**src/rtl/clock_pkg.sv**
```systemverilog
// clock_pkg: shared mode/alarm-state codes, time limits and BCD helper for the alarm timekeeper
package clock_pkg;
  typedef enum logic [1:0] {
    MODE_RUN       = 2'd0,
    MODE_SET_TIME  = 2'd1,
    MODE_SET_ALARM = 2'd2,
    MODE_RUN_ALT   = 2'd3
  } mode_e;
  typedef enum logic [1:0] {
    ST_IDLE    = 2'd0,
    ST_RINGING = 2'd1,
    ST_SNOOZED = 2'd2
  } alarm_state_e;
  localparam int BCD_W = 4;
  localparam int MAX_ALARMS = 8;
  localparam logic [5:0] SEC_MAX = 6'd59;
  localparam logic [5:0] MIN_MAX = 6'd59;
  localparam logic [4:0] HOUR_MAX = 5'd23;
  function automatic logic [2*BCD_W-1:0] to_bcd(input logic [6:0] v);
    return {BCD_W'(v / 7'd10), BCD_W'(v % 7'd10)};
  endfunction
endpackage

```
**src/rtl/alarm_ring_fsm.sv**
```systemverilog
// alarm_ring_fsm: IDLE/RINGING/SNOOZED sequencing with ring timeout and snooze countdown
module alarm_ring_fsm
  import clock_pkg::*;
#(
  parameter int SNOOZE_MIN = 5,
  parameter int RING_SEC = 60
) (
  input  logic         clk_100MHz,
  input  logic         reset,
  input  logic         match,
  input  logic         one_sec,
  input  logic         snooze_button,
  input  logic         dismiss_button,
  input  logic         ring_en,
  output alarm_state_e state,
  output logic         alarm_active
);
  logic [7:0] ring_cnt;
  logic [11:0] snz_cnt;
  assign alarm_active = state == ST_RINGING;
  always_ff @(posedge clk_100MHz or posedge reset)
    if (reset) begin
      state <= ST_IDLE;
      ring_cnt <= '0;
      snz_cnt <= '0;
    end else
      case (state)
        ST_IDLE:
          if (match) begin
            state <= ST_RINGING;
            ring_cnt <= '0;
          end
        ST_RINGING:
          if (dismiss_button || !ring_en) state <= ST_IDLE;
          else if (snooze_button) begin
            state <= ST_SNOOZED;
            snz_cnt <= 12'(SNOOZE_MIN * 60);
          end else if (one_sec) begin
            if (ring_cnt == 8'(RING_SEC - 1)) state <= ST_IDLE;
            else ring_cnt <= ring_cnt + 8'd1;
          end
        ST_SNOOZED:
          if (dismiss_button || !ring_en) state <= ST_IDLE;
          else if (one_sec) begin
            if (snz_cnt == 12'd1) begin
              state <= ST_RINGING;
              ring_cnt <= '0;
            end else snz_cnt <= snz_cnt - 12'd1;
          end
        default: state <= ST_IDLE;
      endcase
endmodule

```
**src/rtl/multi_alarm_timekeeper.sv**
```systemverilog
// multi_alarm_timekeeper: 24h clock with NUM_ALARMS alarm slots and ring/snooze FSM, BCD outputs.
// Define CLOCK_12H_EN for 12-hour display digits and the pm flag.
module multi_alarm_timekeeper
  import clock_pkg::*;
#(
  parameter int TICK_DIV = 100000000,
  parameter int NUM_ALARMS = 4,
  parameter int SNOOZE_MIN = 5,
  parameter int RING_SEC = 60,
  localparam int AW = NUM_ALARMS > 1 ? $clog2(NUM_ALARMS) : 1
) (
  input  logic                  clk_100MHz,
  input  logic                  reset,
  input  logic [1:0]            mode,
  input  logic [AW-1:0]         alarm_sel,
  input  logic                  hour_button,
  input  logic                  min_button,
  input  logic                  sec_button,
  input  logic                  alarm_en_toggle,
  input  logic                  snooze_button,
  input  logic                  dismiss_button,
  output logic [BCD_W-1:0]      hour_first,
  output logic [BCD_W-1:0]      hour_second,
  output logic [BCD_W-1:0]      min_first,
  output logic [BCD_W-1:0]      min_second,
  output logic [BCD_W-1:0]      sec_first,
  output logic [BCD_W-1:0]      sec_second,
  output logic [3:0]            mode_at,
  output logic                  one_sec,
  output logic                  alarm_active,
  output logic [AW-1:0]         ringing_idx,
  output logic [NUM_ALARMS-1:0] alarm_enabled,
  output logic                  pm
);
  localparam int CW = TICK_DIV > 1 ? $clog2(TICK_DIV) : 1;
  if (NUM_ALARMS < 1 || NUM_ALARMS > MAX_ALARMS) begin : g_bad_num_alarms
    $error("NUM_ALARMS out of range");
  end
  logic [CW-1:0] cnt;
  logic [4:0] hr, nxt_hr, shown_hr, disp_hr;
  logic [5:0] mn, sc, nxt_mn, shown_mn, shown_sc;
  logic [4:0] al_hr [NUM_ALARMS];
  logic [5:0] al_mn [NUM_ALARMS];
  logic [NUM_ALARMS-1:0] al_en;
  logic [AW-1:0] sel, hit_idx;
  logic set_time, set_alarm, run, tick, hit, match, ring_en, pm_nx;
  alarm_state_e state;
  assign set_time = mode == MODE_SET_TIME;
  assign set_alarm = mode == MODE_SET_ALARM;
  assign run = !set_time && !set_alarm;
  assign tick = cnt == CW'(TICK_DIV - 1);
  assign one_sec = tick;
  assign sel = int'(alarm_sel) < NUM_ALARMS ? alarm_sel : '0;
  assign nxt_mn = mn == MIN_MAX ? '0 : mn + 6'd1;
  assign nxt_hr = mn == MIN_MAX ? (hr == HOUR_MAX ? '0 : hr + 5'd1) : hr;
  always_comb begin
    hit = 1'b0;
    hit_idx = '0;
    for (int i = NUM_ALARMS - 1; i >= 0; i--)
      if (al_en[i] && al_hr[i] == nxt_hr && al_mn[i] == nxt_mn) begin
        hit = 1'b1;
        hit_idx = AW'(i);
      end
  end
  // alarms are compared against the time the current tick is about to produce
  assign match = tick && run && sc == SEC_MAX && hit;
  assign ring_en = al_en[ringing_idx] ^ (alarm_en_toggle && set_alarm && sel == ringing_idx);
  assign mode_at = {state, mode};
  assign alarm_enabled = al_en;
  always_ff @(posedge clk_100MHz or posedge reset)
    if (reset) begin
      cnt <= '0;
      hr <= '0;
      mn <= '0;
      sc <= '0;
    end else begin
      cnt <= (tick || (set_time && sec_button)) ? '0 : cnt + CW'(1);
      if (set_time) begin
        if (hour_button) hr <= hr == HOUR_MAX ? '0 : hr + 5'd1;
        if (min_button) mn <= mn == MIN_MAX ? '0 : mn + 6'd1;
        if (sec_button) sc <= '0;
      end else if (tick) begin
        sc <= sc == SEC_MAX ? '0 : sc + 6'd1;
        if (sc == SEC_MAX) begin
          mn <= nxt_mn;
          hr <= nxt_hr;
        end
      end
    end
  always_ff @(posedge clk_100MHz or posedge reset)
    if (reset) begin
      al_en <= '0;
      for (int i = 0; i < NUM_ALARMS; i++) begin
        al_hr[i] <= '0;
        al_mn[i] <= '0;
      end
    end else if (set_alarm) begin
      if (hour_button) al_hr[sel] <= al_hr[sel] == HOUR_MAX ? '0 : al_hr[sel] + 5'd1;
      if (min_button) al_mn[sel] <= al_mn[sel] == MIN_MAX ? '0 : al_mn[sel] + 6'd1;
      if (alarm_en_toggle) al_en[sel] <= !al_en[sel];
    end
  always_ff @(posedge clk_100MHz or posedge reset)
    if (reset) ringing_idx <= '0;
    else if (match && state == ST_IDLE) ringing_idx <= hit_idx;
  assign shown_hr = set_alarm ? al_hr[sel] : hr;
  assign shown_mn = set_alarm ? al_mn[sel] : mn;
  assign shown_sc = set_alarm ? '0 : sc;
`ifdef CLOCK_12H_EN
  assign disp_hr = shown_hr == 5'd0 ? 5'd12 : shown_hr > 5'd12 ? shown_hr - 5'd12 : shown_hr;
  assign pm_nx = shown_hr >= 5'd12;
`else
  assign disp_hr = shown_hr;
  assign pm_nx = 1'b0;
`endif
  always_ff @(posedge clk_100MHz or posedge reset)
    if (reset) begin
      {hour_first, hour_second, min_first, min_second, sec_first, sec_second} <= '0;
      pm <= 1'b0;
    end else begin
      {hour_first, hour_second} <= to_bcd(7'(disp_hr));
      {min_first, min_second} <= to_bcd(7'(shown_mn));
      {sec_first, sec_second} <= to_bcd(7'(shown_sc));
      pm <= pm_nx;
    end
  alarm_ring_fsm #(.SNOOZE_MIN(SNOOZE_MIN), .RING_SEC(RING_SEC)) u_fsm (
    .clk_100MHz(clk_100MHz),
    .reset(reset),
    .match(match),
    .one_sec(tick),
    .snooze_button(snooze_button),
    .dismiss_button(dismiss_button),
    .ring_en(ring_en),
    .state(state),
    .alarm_active(alarm_active)
  );
endmodule

```
**config.mk**
```make
export PLATFORM = sky130hd
export DESIGN_NAME = multi_alarm_timekeeper
export DESIGN_NICKNAME = d
export VERILOG_FILES = /design/src/rtl/clock_pkg.sv /design/src/rtl/alarm_ring_fsm.sv /design/src/rtl/multi_alarm_timekeeper.sv
export SDC_FILE = /design/constraint.sdc
export NUM_CORES = 1
export LEC_CHECK = 0
export ABC_AREA = 1
export BUFFER_PORTS_ARGS = -buffer_cell sky130_fd_sc_hd__buf_4
export CAP_MARGIN = 5
export CORE_MARGIN = 2
export CORE_UTILIZATION = 47
export DETAILED_ROUTE_END_ITERATION = 8
export PLACE_DENSITY_LB_ADDON = 0.05
export SYNTH_ARGS = -nofsm -noshare
export SYNTH_HDL_FRONTEND = slang
export SYNTH_HIERARCHICAL = 1
export SYNTH_SLANG_ARGS = --single-unit
export TNS_END_PERCENT = 1
```
**constraint.sdc**
```tcl
create_clock -name clk_100MHz -period 5.6 [get_ports clk_100MHz]
set_input_delay 1.12 -clock clk_100MHz [delete_from_list [all_inputs] [get_ports clk_100MHz]]
set_output_delay 1.12 -clock clk_100MHz [all_outputs]
set_load 0.01 [all_outputs]
```
==> flow_summary.yaml <==
power_and_ir_drop:
  peakVddDrop_v: 0.0002460
  pwr-share-seq_pct: 35.8
  power.density_mw_per_mm2: 368.7
  p_int_uw: 2337
  leakage_uw: 0.004843
  clockPowerShare_pct: 30.0
  p_comb_share_pct: 34.2
  p_switching_uw: 1376
  swShare_pct: 37.07
  power_uw: 3713
synth:
  yosysSeqAreaShare_pct: 37.68
  synth_area_leader_cell: "dfrtp_1"
  syn_inst: 1243
  synth_seq_cells: 136
  ys_top_cells_by_area: "dfrtp_1 (38%), nand2_1 (14%), inv_1 (6.0%)"
  synth_cell_types: 57
  synth_flop_cell: "dfrtp_1"
  synth_edf_count: 0
  avgSynthCellArea_um2: 7.267
  ys_async_sr_fraction_pct: 100.0
  synth_top_area_share_pct: 37.68
  synthesis.area_mm2: 0.009032
  synth_most_common_cell: "nand2_1"
  ys_top_cells_by_count: "nand2_1 (346), inv_1 (144), dfrtp_1 (136)"
  ys_warn_count: 6
detailed_routing:
  via_count: 7941
  routed_wl_um: 21780
  routed_via_density: 5.187
  dr.pass1.iters: 6
  wl_per_cell_um: 14.23
  ant_nets: 0
  drtIter0Drc: 580
  drc: 0
clock_tree:
  post_cts_buffers: 0
  h-tree-depth: 4
  cts.repair.resized: 0
  clkSlewWorstSetupHoldPaths_ps: 60
  cts_tree: "done"
  clock_sinks: 136
  cts_buffers: 17
  cts_root_buf: "clkbuf_16"
  ctsHoldBuffers: 0
  clk_latency_ps: 430
  clock_path_buffers: 2
global_route:
  grt_max_degree: 59
  grt.total_usage_pct: 22.50
  grt_pass1_vias: 7272
  grt_pass1_wl_um: 36360
  antenna_found_initial: 0
  grt_overflow_total: 0
worst_setup_path:
  cp-startpoint: "mn[0]$_DFFE_PP0P_"
  max_stage_delay_ps: 570
  slowest_stage: "nor2_2"
  r2r-start: "mn[0]$_DFFE_PP0P_"
  worstPathArrival_ps: 4150
  path_delay_family: "simple AND/OR/NAND/NOR gates"
  worst-path-max-fanout: 12
  crit_buf_inv: 1
  startpoint_type: "flop"
  cp_common_cell: "nand2_1"
  worst_ep_required_time_ps: 5910
  critPathKind: "reg2reg"
  crit_chain: "ha_1, nand3_1, nor2_2, inv_1, nand2_1, xor2_1, nand3_1, nor3_1, nand3_1, nand2_1, nor2_1, nor2_4, o21ai_0, nor2_4, nand3_4, nand2_1, nand2_1"
  cp-end-kind: "flop"
floorplan:
  fp.dieW_um: 142.6
  fp.dieH_um: 142.6
  core_area_mm2: 0.01877
  io_pins: 49
  num_rows: 50
  start_util_pct: 48.13
  die_area_mm2: 0.02034
layout:
  fin_nets: 1318
  antenna_cells: 0
  finalCoreUtilization_pct: 53.66
  synthToLayoutAreaGrowth_pct: 11.50
  layout-drive-gt1-share_pct: 13.96
place:
  dp_slack_ps: 1363
  hpwlAfterDp_um: 16120
  place.gp.congestion: 0.8661
  port_buffers: 43
timing:
  final_hold_viol_count: 0
  timing.final.crit_share_pct: 68.62
  hold_slack_ps: 475.4
  slew_viol_final: 0
  fin_crit_ps: 3843
  worst_pin_slew_ps: 926.5
  rsz0062_at_grt: "no"
  slew_headroom_pct: 38.01
  fin_ws_ps: 1757
  setup_violations: 0
  max_freq_mhz: 260.2
  clock_skew_ps: 8.932
  fin_setup_tns_ps: 0
min_path:
  worstHoldStart: "cnt[0]$_DFF_PP0_"
  hold_class: "reg2reg"
status:
  status: "finished, final reports clean"
flow_run:
  cap_viol_max_count: 0
through the flow:
step                cells  area [um2]
floorplan            1247        9047
global placement     1500        9492
detailed placement   1500        9492
CTS                  1531       10070
global route         1531       10070
finish               1531       10070
cell usage in the layout, fill, tap and decap left out, drive strengths merged, types with 3 or more instances in the layout:
cell        n
nand3      68
buf        44
xor2       27
inv       159
o22ai      11
nor4       10
or2         7
ha         21
nor3b       5
nand4      31
nand2     380
dfrtp     136
clkinvlp    4
a21oi      39
conb        5
xnor2      18
nor3       30
nor2      143
a31oi       3
o21ai     109
clkbuf     20
nand3b      4
clkinv      4
power by group through the flow:
stage,clock [uW],sequential (uW),combinational (uW)
5_1_grt,1180,1360,1450
6_report,1110,1330,1270
3_5_place_dp,0,1340,1260
2_1_floorplan,0,1340,908
4_1_cts,1140,1330,1270
3_3_place_gp,0,1350,1250
worst reg2reg max path: cells and delay by family, from the launching register on:
family | cells | cell delay (ps)
AO/OA/AOI/OAI | 1 | 150
XOR/XNOR | 1 | 190
adder cells (fa/ha/maj) | 1 | 230
buffers and inverters | 1 | 320
flip-flops | 1 | 440
AND/OR/NAND/NOR | 13 | 2410
worst paths after layout:
kind                                                       to  slack [ps]  cells after the start
max in group asynchronous                    cnt[4]$_DFF_PP0_        3540                      3
worst min-delay path                         cnt[0]$_DFF_PP0_         480                      1
worst max register to register  u_fsm/ring_cnt[6]$_DFFE_PP0P_        1760                     17
worst min register to register               cnt[0]$_DFF_PP0_         480                      1
min in group asynchronous             min_second[3]$_DFF_PP0_         830                      2
worst max-delay path            u_fsm/ring_cnt[6]$_DFFE_PP0P_        1760                     17
cells by family (layout without fill, tap and decap cells):
family	after synthesis	after routing	share of synthesized area (%)
adder cells (fa/ha/maj)	21	21	2.909
buffers and inverters	183	233	8.574
other	1	5	0.04152
AO/OA/AOI/OAI	177	177	11.65
AND/OR/NAND/NOR	680	680	34.58
XOR/XNOR	45	45	4.571
flip-flops	136	136	37.68
cell type report:
cell class              count  area (um2)
fillers                  1819        8697
multi-input cells         928        4870
flip-flops and latches    136        3403
inverters                 158       595.6
clock buffers              20       456.7
repair buffers             44       330.3
well taps                 234       292.8
clock inverters            11       122.6
flip-flops by register name, indices dropped and copies added, names as in the netlist, 3 cells and up:
register        flops
al_mn              24
sec_first           3
hour_second         4
sc                  6
cnt                27
mn                  6
al_hr              20
u_fsm/ring_cnt      8
hr                  5
alarm_enabled       4
u_fsm/snz_cnt      12
sec_second          4
min_first           3
min_second          4
metal layers:
metal / vias to the layer above / global-route usage (%) / wire length [um]
met2: 156 / 34.44 / 9612
met3: 22 / 3.890 / 877
met4: 0 / 5.993 / 246
met1: 3665 / 32.96 / 11050
met5: - / 0 / 0
li1: 4098 / - / -
No activity file was read; power rests on OpenSTA's default activity.
